--- src/rtl/seven_seg_scanner.sv ---
// 4-digit time-multiplexed 7-segment scanner with per-slot dead-time blanking and a frame-coherent snapshot.
// Optional macro LEADING_ZERO_BLANK_EN blanks leading zero digits 3..1.
module seven_seg_scanner #(
  parameter int CLK_DIV     = 1000,
  parameter int DEAD_CYCLES = 16,
  parameter int ACTIVE_LOW  = 1
) (
  input  logic        clock,
  input  logic        reset,
  input  logic [15:0] indicator,
  input  logic        enable,
  input  logic [3:0]  dp_mask,
  output logic [6:0]  segments,
  output logic        dp,
  output logic [3:0]  anodes,
  output logic        frame_done
);

  localparam logic        POL  = (ACTIVE_LOW != 0);
  localparam logic [15:0] LAST = 16'(CLK_DIV - 1);
  localparam logic [15:0] DEAD = 16'(DEAD_CYCLES);

  typedef enum logic {BLANK, DRIVE} phase_t;

  phase_t      phase_q, phase_d;
  logic [15:0] cnt_q, cnt_d;
  logic [1:0]  idx_q, idx_d;
  logic [15:0] shadow_q, shadow_d;
  logic [6:0]  segments_q, segments_d;
  logic        dp_q, dp_d;
  logic [3:0]  anodes_q, anodes_d;
  logic        frame_done_q, frame_done_d;

  logic        wrap;
  logic [3:0]  nib;
  logic [6:0]  seg_on;
  logic [3:0]  an_on;
  logic        dp_on;

  function automatic logic [6:0] decode(input logic [3:0] n);
    case (n)
      4'h0: decode = 7'h3F;  4'h1: decode = 7'h06;
      4'h2: decode = 7'h5B;  4'h3: decode = 7'h4F;
      4'h4: decode = 7'h66;  4'h5: decode = 7'h6D;
      4'h6: decode = 7'h7D;  4'h7: decode = 7'h07;
      4'h8: decode = 7'h7F;  4'h9: decode = 7'h6F;
      4'hA: decode = 7'h77;  4'hB: decode = 7'h7C;
      4'hC: decode = 7'h39;  4'hD: decode = 7'h5E;
      4'hE: decode = 7'h79;  default: decode = 7'h71;
    endcase
  endfunction

  always_ff @(posedge clock) begin
    if (reset) begin
      phase_q      <= BLANK;
      cnt_q        <= '0;
      idx_q        <= '0;
      shadow_q     <= '0;
      segments_q   <= {7{POL}};
      dp_q         <= POL;
      anodes_q     <= {4{POL}};
      frame_done_q <= 1'b0;
    end else begin
      phase_q      <= phase_d;
      cnt_q        <= cnt_d;
      idx_q        <= idx_d;
      shadow_q     <= shadow_d;
      segments_q   <= segments_d;
      dp_q         <= dp_d;
      anodes_q     <= anodes_d;
      frame_done_q <= frame_done_d;
    end
  end

  always_comb begin
    phase_d      = phase_q;
    cnt_d        = cnt_q;
    idx_d        = idx_q;
    shadow_d     = shadow_q;
    frame_done_d = 1'b0;
    seg_on       = '0;
    an_on        = '0;
    dp_on        = 1'b0;
    wrap         = (cnt_q == LAST);
    nib          = shadow_q[{idx_q, 2'b00} +: 4];

    if (enable) begin
      cnt_d = wrap ? 16'd0 : cnt_q + 16'd1;
      if (wrap) begin
        idx_d = idx_q + 2'd1;
        // Frame boundary: latch the whole word at once so a half-updated value never shows.
        if (idx_q == 2'd3) begin
          shadow_d     = indicator;
          frame_done_d = 1'b1;
        end
      end
      // Phase tracks cnt_q, so it changes on the edge where cnt_d crosses a boundary.
      case (phase_q)
        BLANK:   if (cnt_q == DEAD - 16'd1) phase_d = DRIVE;
        default: if (wrap) phase_d = BLANK;
      endcase
      if (phase_q == DRIVE) begin
        an_on  = 4'b0001 << idx_q;
        seg_on = decode(nib);
        dp_on  = dp_mask[idx_q];
`ifdef LEADING_ZERO_BLANK_EN
        if (idx_q != 2'd0 && (shadow_q >> {idx_q, 2'b00}) == 16'h0000) seg_on = '0;
`endif
      end
    end

    segments_d = seg_on ^ {7{POL}};
    anodes_d   = an_on ^ {4{POL}};
    dp_d       = dp_on ^ POL;
  end

  assign segments   = segments_q;
  assign dp         = dp_q;
  assign anodes     = anodes_q;
  assign frame_done = frame_done_q;

endmodule
--- config.mk ---
export PLATFORM = sky130hd
export DESIGN_NAME = seven_seg_scanner
export DESIGN_NICKNAME = d
export VERILOG_FILES = /design/src/rtl/seven_seg_scanner.sv
export SDC_FILE = /design/constraint.sdc
export NUM_CORES = 1
export LEC_CHECK = 0
export CAP_MARGIN = 20
export CORE_MARGIN = 4
export CORE_UTILIZATION = 55
export DETAILED_ROUTE_END_ITERATION = 10
export DONT_BUFFER_PORTS = 1
export MAX_ROUTING_LAYER = met4
export PLACE_DENSITY_LB_ADDON = 0.12
export SETUP_SLACK_MARGIN = 0.4
export SLEW_MARGIN = 20
export SYNTH_ARGS = -nofsm -noshare
export SYNTH_HDL_FRONTEND = slang
export SYNTH_SLANG_ARGS = --single-unit
--- constraint.sdc ---
create_clock -name clock -period 4.7 [get_ports clock]
set_input_delay 1.41 -clock clock [delete_from_list [all_inputs] [get_ports clock]]
set_output_delay 1.41 -clock clock [all_outputs]
set_load 0.01 [all_outputs]
# Word-level counts from Yosys, hierarchy flattened
# Memory sizes are Yosys's and may differ from the RTL's.
# Cells that the tools add are included.
dict set report word_totals {
  ff_bits 48
  rom_bits 112
  in_bits 23
  out_inout_bits 13
  elab_cells 38
  n_memories 1
}
dict set report classes {
  add_sub_neg 2
  magnitude_cmp 1
  eq_ne 3
  n_shift 2
  n_mux 13
  n_bitwise 5
  reduce_logical 3
}
# name words word_bits read_ports rd_clocked_by_memory_dff wr line
set memory_table {}
lappend memory_table {{(no name shown)} 16 7 1 0 0 41} ;# case (n)
# operator count
set ops {}
lappend ops {{16-bit by 1-bit adder with 16-bit output, second input constant} 1}
lappend ops {{16-bit by 10-bit == test with 1-bit output, second input constant} 1}
lappend ops {{16-bit by 4-bit == test with 1-bit output, second input constant} 1}
lappend ops {{16-bit 2-to-1 mux} 1}
lappend ops {{16-bit by 5-bit indexed part select with 4-bit output} 1}
lappend ops {{7-bit 2-to-1 mux} 2}
lappend ops {{4-bit 2-to-1 mux} 2}
lappend ops {{1-bit 2-to-1 mux} 7}
lappend ops {{7-bit inverter} 1}
lappend ops {{4-bit inverter} 1}
lappend ops {{1-bit by 2-bit << shifter with 4-bit output, first input constant} 1}
lappend ops {{2-bit by 3-bit < comparator with 1-bit output, second input constant} 1}
lappend ops {{1-bit inverter} 3}
lappend ops {{3-bit AND reduction} 1}
lappend ops {{3-bit OR reduction} 1}
lappend ops {{2-bit by 1-bit adder with 2-bit output, second input constant} 1}
lappend ops {{1-bit binary-select mux with 2-bit select} 1}
lappend ops {{2-bit == test, second input constant} 1}
lappend ops {{2-bit AND reduction} 1}

# Depth between registers and ports, before layout
dict set report logic_depth {
  depth_word 5
  ltp_mapped 7
  mapped_depth_nobuf 6
}

# Least setup slack after synthesis
# No wires, ideal clock.
dict set report synth_timing {
  path_kind {input to register}
  startpoint {input port enable}
  endpoint {register shadow_q[10]}
  setup_ns 0.129
  arrival_time_ns 2.598
  required_ns 4.571
  slack_ns 1.973
  cell_stages 7
  path_buffers 3
  path_cell_list {buf_2 nand2_1 or3_1 buf_6 buf_6 o31ai_2 a21oi_1}
}
dict set report synth_between {
  elab_chain_len 1
}
# element line
set synth_rtl {}
lappend synth_rtl {{from (decl)} 11} ;# input logic enable,
lappend synth_rtl {{3-bit AND reduction (no source line)} -}
lappend synth_rtl {{to (signal assigned)} 67} ;# shadow_q <= shadow_d;
lappend synth_rtl {{to (decl)} 28} ;# logic [15:0] shadow_q, shadow_d;
# No other way between the ends.
# A chain may end at the register's enable or synchronous reset.

==> qor.yml <==
detailed_routing:
  wire_per_inst_um: 16.2
  vias: 1819
  drtIter0Drc: 91
  drt_wl_total_mm: 4.74
  drc_errors: 0
  drt_first_pass_iters: 4
  post_drt_via_cell_ratio: 6.23
  drtAntennaViolNets: 0
timing:
  finalCritPeriodShare_pct: 61.1
  fin_skew_ns: 0.00246
  fmax_mhz: 348
  finalSetupViolations: 0
  hold_viol: 0
  worstMarginPinSlew_ns: 0.919
  slew_viol_final: 0
  holdWs_ns: 0.461
  rsz0062_at_grt: "no"
  slew_headroom_pct: 38.3
  setup_ws_ns: 1.83
  period_needed_ns: 2.87
  finalSetupTns_ns: 0
placed_design:
  portBuffers: 0
  place_ws_ns: 1.50
  place.gp.congestion: 0.836
  dp_hpwl_mm: 3.24
clock_tree:
  clkSinkCount: 48
  numCtsBuffers: 5
  cts_resized: 0
  htree_levels: 2
  clk_root_buffer_cell: "clkbuf_8"
  cts_setup_buffers: 0
  cts_buffer_depth: 2
  cts.reportedPaths.clkPinSlew_ns: 0.08
  ctsHoldBuffers: 0
  cts_tree: "done"
  insertion_delay_ns: 0.30
floorplanning:
  start_util_pct: 58.8
  ioPinCount: 36
  dieHeight_um: 74.6
  dieArea_um2: 5560
  rows: 23
  die_w_um: 74.6
  design.core.area_um2: 4140
synth:
  synth_edf_count: 0
  synthArstFlopShare_pct: 0
  yosysWarnings: 0
  synth_compound_area_share_pct: 17.4
  syn_area_um2: 2440
  synthDistinctLibCells: 49
  yosys.area_share.simple_pct: 20.7
  synth-seq-cells: 48
  dominantRegCellSynth: "dfxtp_1"
  synth_fa_ha_area_share_pct: 5.65
  synth_top_family_by_area: "simple AND/OR/NAND/NOR gates"
  yosysSeqAreaShare_pct: 39.4
  syn_nets: 286
  synth-xor-area-share_pct: 3.60
  postSynthAreaPerCell_um2: 9.67
  synthCells: 252
  yosys-mux-area-fraction_pct: 5.86
global_routing:
  grt_pass1_wl_mm: 8.25
  grt-ovfl-total: 0
  antenna_found_initial: 0
  grt_pass1_vias: 1758
  grtUsageTotal_pct: 19.8
  grt_start_max_net_pins: 24
run:
  cap_violations: 0
worst_setup_path:
  crit_type: "input pin to register"
  rrSetupSlack_ns: 2.04
  crit_chain: "nand2_1, or3_1, o21bai_2, o21ai_0"
  slowest_stage: "or3_1"
  r2r_start: "idx_q[0]"
  end_kind: "register"
  slowest_delay_ns: 0.70
  critPathMaxFanout: 20
  cp.required_ns: 4.86
  critPathArrivalTime_ns: 3.03
  worst-r2r-cell-count: 4
  reg2reg_to: "shadow_q[0]"
  start_kind: "input pin"
  startpoint: "enable"
  crit_path_end: "phase_q"
power_and_ir_drop:
  p_comb_share_pct: 1.4
  powerDensity_nw_per_um2: 278
  ir_worst_vdd_v: 0.000206
  clkPwrFrac_pct: 38.3
  leakage_nw: 0.732
  switching_share_pct: 20.2
  p_switching_mw: 0.138
  cell_internal_pwr_mw: 0.544
  p_seq_share_pct: 60.2
min_path:
  worstHoldPathType: "register to register"
finish:
  drive_above_1_share_pct: 12.0
  n_fill_cell: 379
  num-nets-final: 276
  antenna_cells: 0
  syn2layout_area_growth_pct: 0.770
  fin_util_pct: 59.2
outcome:
  status: "completed"
==> routing by layer <==
metal,GRT usage [%],vias to the layer above,part of all wire [%]
li1,-,917,-
met1,27.9,856,52
met2,28.4,37,43
met3,3.65,9,4.3
met4,6.92,0,1.0
met5,-,-,0
==> placed cells by master, fill, tap and decap left out, types with 4 or more instances in the layout <==
cell,instances
nand4_1,22
nand2_1,16
o31ai_2,6
nor2_1,15
o21ai_0,7
o31ai_1,10
mux4_2,5
clkbuf_8,7
inv_1,9
o221ai_1,4
nand3_1,8
xor2_1,5
ha_1,11
xnor2_1,5
dfxtp_1,48
a21oi_1,26
==> cell type report <==
class | count | area (µm²) | share of cell area (%)
flip-flops and latches | 48 | 961 | 39.1
well taps | 50 | 62.6 | 2.55
clock buffers | 7 | 96.3 | 3.92
inverters | 10 | 37.5 | 1.53
multi-input cells | 177 | 1300 | 52.9
==> per-stage QoR <==
stage               power, mW  std cells  instance area (µm²)
finish                  0.681        292                 2450
global route            0.704        292                 2450
CTS                     0.689        292                 2450
detailed placement      0.430        285                 2360
global placement        0.429        285                 2360
floorplan               0.432        252                 2440
==> flip-flops by register name, indices dropped and copies added (netlist names) <==
name        count
frame_done      1
cnt_q          16
segments        7
dp              1
shadow_q       16
anodes          4
idx_q           2
phase_q         1
==> critical path: cells and delay by family <==
family / cells / cell delay (ns)
AOI/OAI and AO/OA: 2 / 0.85
and+or+nand+nor: 2 / 0.77
==> power by group through the flow <==
stage                     Clock (mW)  Sequential (mW)  Combinational [mW]
final                          0.261            0.410             0.00972
after global routing           0.282            0.411              0.0106
after CTS                      0.269            0.410             0.00962
after detailed placement           0            0.420             0.00960
after global placement             0            0.420             0.00951
after floorplan                    0            0.419              0.0121
==> kinds of logic after synthesis <==
| logic type | Yosys count |
|---|---|
| AND/OR/NAND/NOR | 88 |
| multiplexers | 8 |
| AO/OA/AOI/OAI | 60 |
| flip-flops | 48 |
| XOR/XNOR | 10 |
| buffers and inverters | 27 |
| adder cells (fa/ha/maj) | 11 |
==> how the worst min path moves through the flow <==
stage               slack [ns]  cells past startpoint            to         start
detailed placement        0.45                      2   shadow_q[3]   shadow_q[3]
global route              0.49                      2   shadow_q[1]   shadow_q[1]
global placement          0.45                      2  shadow_q[12]  shadow_q[12]
floorplan                 0.44                      2  shadow_q[15]  shadow_q[15]
finish                    0.46                      2   shadow_q[1]   shadow_q[1]
CTS                       0.46                      2   shadow_q[1]   shadow_q[1]
==> Yosys cell counts, drive strengths merged, types with 3 or more instances <==
cell	count	share of area (%)
a21oi	26	5.3
and4	3	1.1
buf	11	4.3
clkbuf	4	0.77
dfxtp	48	39
ha	11	5.6
inv	9	1.4
mux2i	3	1.2
mux4	5	4.6
nand2	16	2.5
nand3	8	1.6
nand4	22	5.6
nor2	16	2.5
nor4	3	1.4
o21ai	7	1.4
o221ai	4	1.4
o31ai	17	7.0
or3	6	2.0
or4	3	1.1
xnor2	5	1.8
xor2	5	1.8
Note: power is estimated with default switching activity, not from simulation.
